<file path="src/rtl/stack_mem_arbiter_if.sv">
// Channel-side request/response bundle of stack_mem_arbiter.
// Per-channel fields are packed, with channel 0 in the LSBs.
interface stack_mem_arbiter_if #(
    parameter int NUM_CH = 2,
    parameter int ADDR_W = 16,
    parameter int DATA_W = 8
);
    logic [NUM_CH-1:0]        req_valid;
    logic [NUM_CH-1:0]        req_we;
    logic [NUM_CH*ADDR_W-1:0] req_addr;
    logic [NUM_CH*DATA_W-1:0] req_wdata;
    logic [NUM_CH-1:0]        req_ready;
    logic [NUM_CH-1:0]        rsp_valid;
    logic [DATA_W-1:0]        rsp_rdata;

    modport master (
        output req_valid, req_we, req_addr, req_wdata,
        input  req_ready, rsp_valid, rsp_rdata
    );

    modport slave (
        input  req_valid, req_we, req_addr, req_wdata,
        output req_ready, rsp_valid, rsp_rdata
    );
endinterface

</file>
<file path="src/rtl/stack_mem_arbiter.sv">
// Round-robin multi-channel byte-bus arbiter with an integrated 6502-style stack unit,
// per-region wait states and RAM/ROM/IO select decode.
module stack_mem_arbiter #(
    parameter int         ADDR_W     = 16,
    parameter int         DATA_W     = 8,
    parameter int         NUM_CH     = 2,
    parameter logic [7:0] STACK_PAGE = 8'h01,
    parameter logic [7:0] SP_RESET   = 8'hFD,
    parameter int         RAM_WAIT   = 0,
    parameter int         IO_WAIT    = 2,
    parameter int         ROM_WAIT   = 1
) (
    input  logic              clk,
    input  logic              rst_n,
    stack_mem_arbiter_if.slave bus,
    input  logic              stack_push,
    input  logic              stack_pop,
    input  logic [DATA_W-1:0] stack_wdata,
    input  logic              stack_load,
    input  logic [7:0]        stack_load_val,
    input  logic              stack_flag_clr,
    output logic              stack_ack,
    output logic [DATA_W-1:0] stack_rdata,
    output logic [7:0]        sp,
    output logic              stack_overflow,
    output logic              stack_underflow,
    output logic [ADDR_W-1:0] ext_addr,
    output logic [DATA_W-1:0] ext_wdata,
    input  logic [DATA_W-1:0] ext_rdata,
    output logic              ext_oe,
    output logic              ext_we,
    output logic              ram_select,
    output logic              rom_select,
    output logic              io_select
);
    localparam int CH_W = (NUM_CH > 1) ? $clog2(NUM_CH) : 1;

    typedef enum logic [1:0] {IDLE, ACCESS, DONE} state_t;

    state_t            state_reg, state_next;
    logic [7:0]        sp_reg;
    logic              ovf_reg, unf_reg;
    logic [CH_W-1:0]   rr_ptr_reg, gnt_idx_reg;
    logic [7:0]        cnt_reg;
    logic [ADDR_W-1:0] addr_reg, addr_next;
    logic [DATA_W-1:0] wdata_reg, rsp_rdata_reg, stack_rdata_reg;
    logic              we_reg, is_stack_reg, is_push_reg;

    logic              do_load, grant_stack, grant_push, grant_ch;
    logic              found_hi, found_lo;
    logic [CH_W-1:0]   hi_idx, lo_idx, cand_idx;

    logic [ADDR_W-1:0] ch_addr  [NUM_CH];
    logic [DATA_W-1:0] ch_wdata [NUM_CH];

    generate
        for (genvar gi = 0; gi < NUM_CH; gi++) begin : g_ch
            assign ch_addr[gi]       = bus.req_addr[gi*ADDR_W +: ADDR_W];
            assign ch_wdata[gi]      = bus.req_wdata[gi*DATA_W +: DATA_W];
            assign bus.req_ready[gi] = grant_ch && (cand_idx == CH_W'(gi));
            assign bus.rsp_valid[gi] = (state_reg == DONE) && !is_stack_reg
                                       && (gnt_idx_reg == CH_W'(gi));
        end
    endgenerate

    function automatic logic [7:0] region_wait(input logic [1:0] top);
        case (top)
            2'b10:   return 8'(IO_WAIT);
            2'b11:   return 8'(ROM_WAIT);
            default: return 8'(RAM_WAIT);
        endcase
    endfunction

    always_comb begin
        state_next  = state_reg;
        do_load     = 1'b0;
        grant_stack = 1'b0;
        grant_push  = 1'b0;
        grant_ch    = 1'b0;
        found_hi    = 1'b0;
        found_lo    = 1'b0;
        hi_idx      = '0;
        lo_idx      = '0;
        // Round robin: first requester above the last grant, else the lowest one.
        for (int i = 0; i < NUM_CH; i++) begin
            if (!found_hi && bus.req_valid[i] && (CH_W'(i) > rr_ptr_reg)) begin
                found_hi = 1'b1;
                hi_idx   = CH_W'(i);
            end
            if (!found_lo && bus.req_valid[i] && (CH_W'(i) <= rr_ptr_reg)) begin
                found_lo = 1'b1;
                lo_idx   = CH_W'(i);
            end
        end
        cand_idx = found_hi ? hi_idx : lo_idx;

        case (state_reg)
            IDLE: begin
                if (stack_load) begin
                    do_load = 1'b1;
                end else if (stack_push || stack_pop) begin
                    grant_stack = 1'b1;
                    grant_push  = stack_push;
                    state_next  = ACCESS;
                end else if (found_hi || found_lo) begin
                    grant_ch   = 1'b1;
                    state_next = ACCESS;
                end
            end
            ACCESS:  if (cnt_reg == 8'd0) state_next = DONE;
            DONE:    state_next = IDLE;
            default: state_next = IDLE;
        endcase

        if (grant_push)
            addr_next = ADDR_W'({STACK_PAGE, sp_reg});
        else if (grant_stack)
            addr_next = ADDR_W'({STACK_PAGE, sp_reg + 8'd1});
        else
            addr_next = ch_addr[cand_idx];
    end

    always_ff @(posedge clk) begin
        if (!rst_n) begin
            state_reg       <= IDLE;
            sp_reg          <= SP_RESET;
            ovf_reg         <= 1'b0;
            unf_reg         <= 1'b0;
            rr_ptr_reg      <= CH_W'(NUM_CH - 1);
            gnt_idx_reg     <= '0;
            cnt_reg         <= '0;
            addr_reg        <= '0;
            wdata_reg       <= '0;
            rsp_rdata_reg   <= '0;
            stack_rdata_reg <= '0;
            we_reg          <= 1'b0;
            is_stack_reg    <= 1'b0;
            is_push_reg     <= 1'b0;
        end else begin
            state_reg <= state_next;
            if (do_load)
                sp_reg <= stack_load_val;

            if (grant_stack || grant_ch) begin
                addr_reg     <= addr_next;
                wdata_reg    <= grant_stack ? stack_wdata : ch_wdata[cand_idx];
                we_reg       <= grant_stack ? grant_push : bus.req_we[cand_idx];
                is_stack_reg <= grant_stack;
                is_push_reg  <= grant_push;
                cnt_reg      <= region_wait(addr_next[ADDR_W-1 -: 2]);
                if (grant_ch) begin
                    gnt_idx_reg <= cand_idx;
                    rr_ptr_reg  <= cand_idx;
                end
            end

            if (state_reg == ACCESS) begin
                if (cnt_reg != 8'd0)
                    cnt_reg <= cnt_reg - 8'd1;
                else if (!we_reg) begin
                    if (is_stack_reg) stack_rdata_reg <= ext_rdata;
                    else              rsp_rdata_reg   <= ext_rdata;
                end
            end

            // Clear first so a coincident boundary event below takes precedence.
            if (stack_flag_clr) begin
                ovf_reg <= 1'b0;
                unf_reg <= 1'b0;
            end
            if ((state_reg == DONE) && is_stack_reg) begin
                if (is_push_reg) begin
                    sp_reg <= sp_reg - 8'd1;
                    if (sp_reg == 8'h00) ovf_reg <= 1'b1;
                end else begin
                    sp_reg <= sp_reg + 8'd1;
                    if (sp_reg == 8'hFF) unf_reg <= 1'b1;
                end
            end
        end
    end

    assign bus.rsp_rdata   = rsp_rdata_reg;
    assign stack_rdata     = stack_rdata_reg;
    assign stack_ack       = (state_reg == DONE) && is_stack_reg;
    assign sp              = sp_reg;
    assign stack_overflow  = ovf_reg;
    assign stack_underflow = unf_reg;
    assign ext_addr        = addr_reg;
    assign ext_wdata       = wdata_reg;
    assign ext_oe          = (state_reg == ACCESS) && !we_reg;
    assign ext_we          = (state_reg == ACCESS) && we_reg;
    assign ram_select      = (state_reg == ACCESS) && !addr_reg[ADDR_W-1];
    assign io_select       = (state_reg == ACCESS) && (addr_reg[ADDR_W-1 -: 2] == 2'b10);
    assign rom_select      = (state_reg == ACCESS) && (addr_reg[ADDR_W-1 -: 2] == 2'b11);
endmodule
</file>
<file path="src/flat_wrapper.sv">
// flat-port wrapper written by rule: the top's interface ports become plain ports
module stack_mem_arbiter_flat 
#(
    parameter int         ADDR_W     = 16,
    parameter int         DATA_W     = 8,
    parameter int         NUM_CH     = 2,
    parameter logic [7:0] STACK_PAGE = 8'h01,
    parameter logic [7:0] SP_RESET   = 8'hFD,
    parameter int         RAM_WAIT   = 0,
    parameter int         IO_WAIT    = 2,
    parameter int         ROM_WAIT   = 1
)
  (clk, rst_n, stack_push, stack_pop, stack_wdata, stack_load, stack_load_val, stack_flag_clr, stack_ack, stack_rdata, sp, stack_overflow, stack_underflow, ext_addr, ext_wdata, ext_rdata, ext_oe, ext_we, ram_select, rom_select, io_select, bus_req_valid, bus_req_we, bus_req_addr, bus_req_wdata, bus_req_ready, bus_rsp_valid, bus_rsp_rdata);
  stack_mem_arbiter_if #(.NUM_CH(NUM_CH), .ADDR_W(ADDR_W), .DATA_W(DATA_W)) bus_i ();
  input  logic clk;
  input  logic rst_n;
  input  logic stack_push;
  input  logic stack_pop;
  input  logic [DATA_W-1:0] stack_wdata;
  input  logic stack_load;
  input  logic [7:0] stack_load_val;
  input  logic stack_flag_clr;
  output logic stack_ack;
  output logic [DATA_W-1:0] stack_rdata;
  output logic [7:0] sp;
  output logic stack_overflow;
  output logic stack_underflow;
  output logic [ADDR_W-1:0] ext_addr;
  output logic [DATA_W-1:0] ext_wdata;
  input  logic [DATA_W-1:0] ext_rdata;
  output logic ext_oe;
  output logic ext_we;
  output logic ram_select;
  output logic rom_select;
  output logic io_select;
  input wire logic [$bits(bus_i.req_valid)-1:0] bus_req_valid;
  input wire logic [$bits(bus_i.req_we)-1:0] bus_req_we;
  input wire logic [$bits(bus_i.req_addr)-1:0] bus_req_addr;
  input wire logic [$bits(bus_i.req_wdata)-1:0] bus_req_wdata;
  output wire logic [$bits(bus_i.req_ready)-1:0] bus_req_ready;
  output wire logic [$bits(bus_i.rsp_valid)-1:0] bus_rsp_valid;
  output wire logic [$bits(bus_i.rsp_rdata)-1:0] bus_rsp_rdata;
  assign bus_i.req_valid = bus_req_valid;
  assign bus_i.req_we = bus_req_we;
  assign bus_i.req_addr = bus_req_addr;
  assign bus_i.req_wdata = bus_req_wdata;
  assign bus_req_ready = bus_i.req_ready;
  assign bus_rsp_valid = bus_i.rsp_valid;
  assign bus_rsp_rdata = bus_i.rsp_rdata;
  stack_mem_arbiter #(.ADDR_W(ADDR_W), .DATA_W(DATA_W), .NUM_CH(NUM_CH), .STACK_PAGE(STACK_PAGE), .SP_RESET(SP_RESET), .RAM_WAIT(RAM_WAIT), .IO_WAIT(IO_WAIT), .ROM_WAIT(ROM_WAIT)) u_core (.clk(clk), .rst_n(rst_n), .bus(bus_i), .stack_push(stack_push), .stack_pop(stack_pop), .stack_wdata(stack_wdata), .stack_load(stack_load), .stack_load_val(stack_load_val), .stack_flag_clr(stack_flag_clr), .stack_ack(stack_ack), .stack_rdata(stack_rdata), .sp(sp), .stack_overflow(stack_overflow), .stack_underflow(stack_underflow), .ext_addr(ext_addr), .ext_wdata(ext_wdata), .ext_rdata(ext_rdata), .ext_oe(ext_oe), .ext_we(ext_we), .ram_select(ram_select), .rom_select(rom_select), .io_select(io_select));
endmodule
</file>
<file path="config.mk">
export PLATFORM = sky130hd
export DESIGN_NAME = stack_mem_arbiter_flat
export DESIGN_NICKNAME = d
export VERILOG_FILES = /design/src/rtl/stack_mem_arbiter_if.sv /design/src/rtl/stack_mem_arbiter.sv /design/src/flat_wrapper.sv
export SDC_FILE = /design/constraint.sdc
export NUM_CORES = 1
export LEC_CHECK = 0
export ABC_AREA = 1
export CAP_MARGIN = 20
export CORE_MARGIN = 2
export CORE_UTILIZATION = 44
export CTS_CLUSTER_SIZE = 14
export DETAILED_ROUTE_END_ITERATION = 7
export PLACE_DENSITY = 0.81
export RECOVER_POWER = 100
export SLEW_MARGIN = 40
export SYNTH_ARGS = -nofsm -noshare
export SYNTH_HDL_FRONTEND = slang
export SYNTH_SLANG_ARGS = --single-unit
</file>
<file path="constraint.sdc">
create_clock -name clk -period 1.8 [get_ports clk]
set_clock_uncertainty 0.2 [all_clocks]
set_input_delay 0.36 -clock clk [delete_from_list [all_inputs] [get_ports clk]]
set_output_delay 0.36 -clock clk [all_outputs]
set_load 0.01 [all_outputs]
</file>
==> run metrics <==
status complete, but fails checks; failing checks setup timing; synth unique cells 38; 1st-pass router iterations 5; placed cell count 802; IO buf count 141; most common cell after layout, fill and taps aside nand2_1; Leak Pwr 2.51 nW; min setup slack post-route -0.107 ns; vias in the first global route 4140; CTS tree built; Slew @ Worst Pin 0.382 ns; worst hold slack 0.248 ns; detailed placement HPWL 8780 um; Via Count 4383; hold-fix buffers at CTS 0; CP Launch Type flip-flop; Sink Count 65; fmax 0.524 GHz; DP Area 5340 sq um; clock root cell clkbuf_8; Design Power 0.00471 W; largest net degree at the start of global routing 23; RSZ-0062 raised after global routing yes; Die ar. 8780 sq um; YS warnings 0; routed len/inst 14.5 um; Mapped Cells 535; grt ovf 0; number of max-cap violations 0; Final Hold Viols 0; final std cells w/o fill 829; worst vdd rail ir drop 0.454 mV; multi-input logic area 2020 sq um; required time worst endpoint 1.24 ns; fin crit period 1.91 ns; clock-pin slew on the worst setup and hold paths 0.08 ns; R2R cell count 9; drc violations 0; synth-to-layout area growth 62.3%; post-route cell area 5750 sq um; IO Pins 142; syn_area_per_cell 6.62 sq um; Slew Limit Headroom 0.743; number of flip-flops in the largest register 16; routed wire length 12100 um; CP Data Arrival Time 1.35 ns; GRT Total Usage 0.268; share of post-route cells with drive strength above 1 0.187; clk buf depth 2; cell taking the most area after synthesis dfxtp_1; fillers 628; drt initial violations 304; Die Y 93.7 um; Net Count, Synth 622; initial antenna violation count 0; # diodes 0; #FFs+latches synth 65; Setup WS pre-CTS -0.704 ns; sequential element share of the synthesized area 0.367; Synth top area share 0.367; RePlAce Congestion 0.917; worst hold path type flip-flop to flip-flop; CTS H-tree lvls 3; cell area after synthesis 3540 sq um; core area 7770 sq um; DIE WIDTH 93.7 um; std cell rows 32; first-pass GRT wire length 18900 um; Max Slew Vio Count 0; CP endpoint kind primary output; DR vias/cell 5.29; Nets 809; Hold Crit Depth 2; crit share post-route 1.06; CTS buffer count 9; PwrDens 820 nW/um^2; most frequent cells in the layout nand2_1 (129), clkdlybuf4s50_1 (77), a21oi_1 (62); clock latency on the worst-skew pair 0.34 ns; Reg area 1310 sq um; Critical Path Fanout Max 3; Starting Density 0.456; Final setup violation count 3; Synth area leaders dfxtp_1 (37%), nand2_1 (14%), a21oi_1 (8.8%); kind of critical path flip-flop to primary output; final antenna-violating net count 0
## final timing paths
check                                from                 endpoint  slack [ns]
setup / recovery      u_core.state_reg[0]         bus_req_ready[0]       -0.11
hold reg to reg   u_core.bus.rsp_rdata[3]  u_core.bus.rsp_rdata[3]        0.25
setup reg to reg      u_core.state_reg[0]      u_core.ext_addr[14]        0.04
hold / removal    u_core.bus.rsp_rdata[3]  u_core.bus.rsp_rdata[3]        0.25
## logic make-up (layout without fill, tap and decap cells)
kind of cell | count (synthesis) | after routing | synth area share
buffers and inverters | 85 | 277 | 0.100
XOR/XNOR | 3 | 3 | 0.00742
AND/OR/NAND/NOR | 242 | 242 | 0.303
AO/OA/AOI/OAI | 135 | 135 | 0.205
flip-flops | 65 | 65 | 0.367
adder cells (fa/ha/maj) | 5 | 5 | 0.0177
## metal layers
layer,vias to the layer above,part of all wire,global-route usage
met3,22,0.085,0.0602
met5,-,0,0
met4,0,0.020,0.104
li1,2136,-,-
met2,214,0.50,0.460
met1,2011,0.40,0.325
## cell usage after synthesis (all sizes together)
| library cell | number |
|---|---|
| or2 | 3 |
| nand2 | 135 |
| clkbuf | 11 |
| o21a | 1 |
| nand3 | 48 |
| a22oi | 6 |
| a211oi | 2 |
| inv | 60 |
| o211ai | 7 |
| nor4 | 2 |
| nor2 | 43 |
| dfxtp | 65 |
| a21oi | 62 |
| o2111ai | 1 |
| nand3b | 1 |
| xnor2 | 1 |
| nor3 | 7 |
| nor3b | 1 |
| a31oi | 2 |
| clkinv | 1 |
| nand4 | 2 |
| o21ai | 53 |
| o21bai | 1 |
| buf | 13 |
| ha | 5 |
| xor2 | 2 |
## what timing repair did
action | CTS | global route
resized for setup | 87 | 67
endpoints found under the setup margin | 35 | 78
setup buffers | 5 | 5
hold endpoints to repair | 0 | 0
gates cloned | 0 | 1
pin swaps | 6 | 15
## worst max-delay path, cell delays in order, from the launching register on
cell and delay [ns]:
dfxtp_2 0.34, nor2_4 0.14, nand2_4 0.07, nor2_4 0.12
nand2_4 0.09, nor2_4 0.13, buf_6 0.12
## final cells by class
type                    count  share of cell area
multi-input cells         385               0.351
flip-flops and latches     65               0.228
clock buffers               9              0.0215
repair buffers            200               0.322
clock inverters             7              0.0137
inverters                  61              0.0420
well taps                 102              0.0222
## where the power goes
| group | internal, W | switching (W) | total [W] |
|---|---|---|---|
| logic | 0.000795 | 0.000905 | 0.00170 |
| clock network | 0.000654 | 0.000626 | 0.00128 |
| registers | 0.00160 | 0.000130 | 0.00173 |
## through the flow
stage / setup TNS, ns / util
4_1_cts: -0.356 / 0.716
3_5_place_dp: -10.45 / 0.688
3_3_place_gp: -8.55 / 0.688
2_1_floorplan: 0 / -
6_report: -0.201 / 0.740
5_1_grt: -0.502 / 0.740
Power figures use the tool's default switching activity.
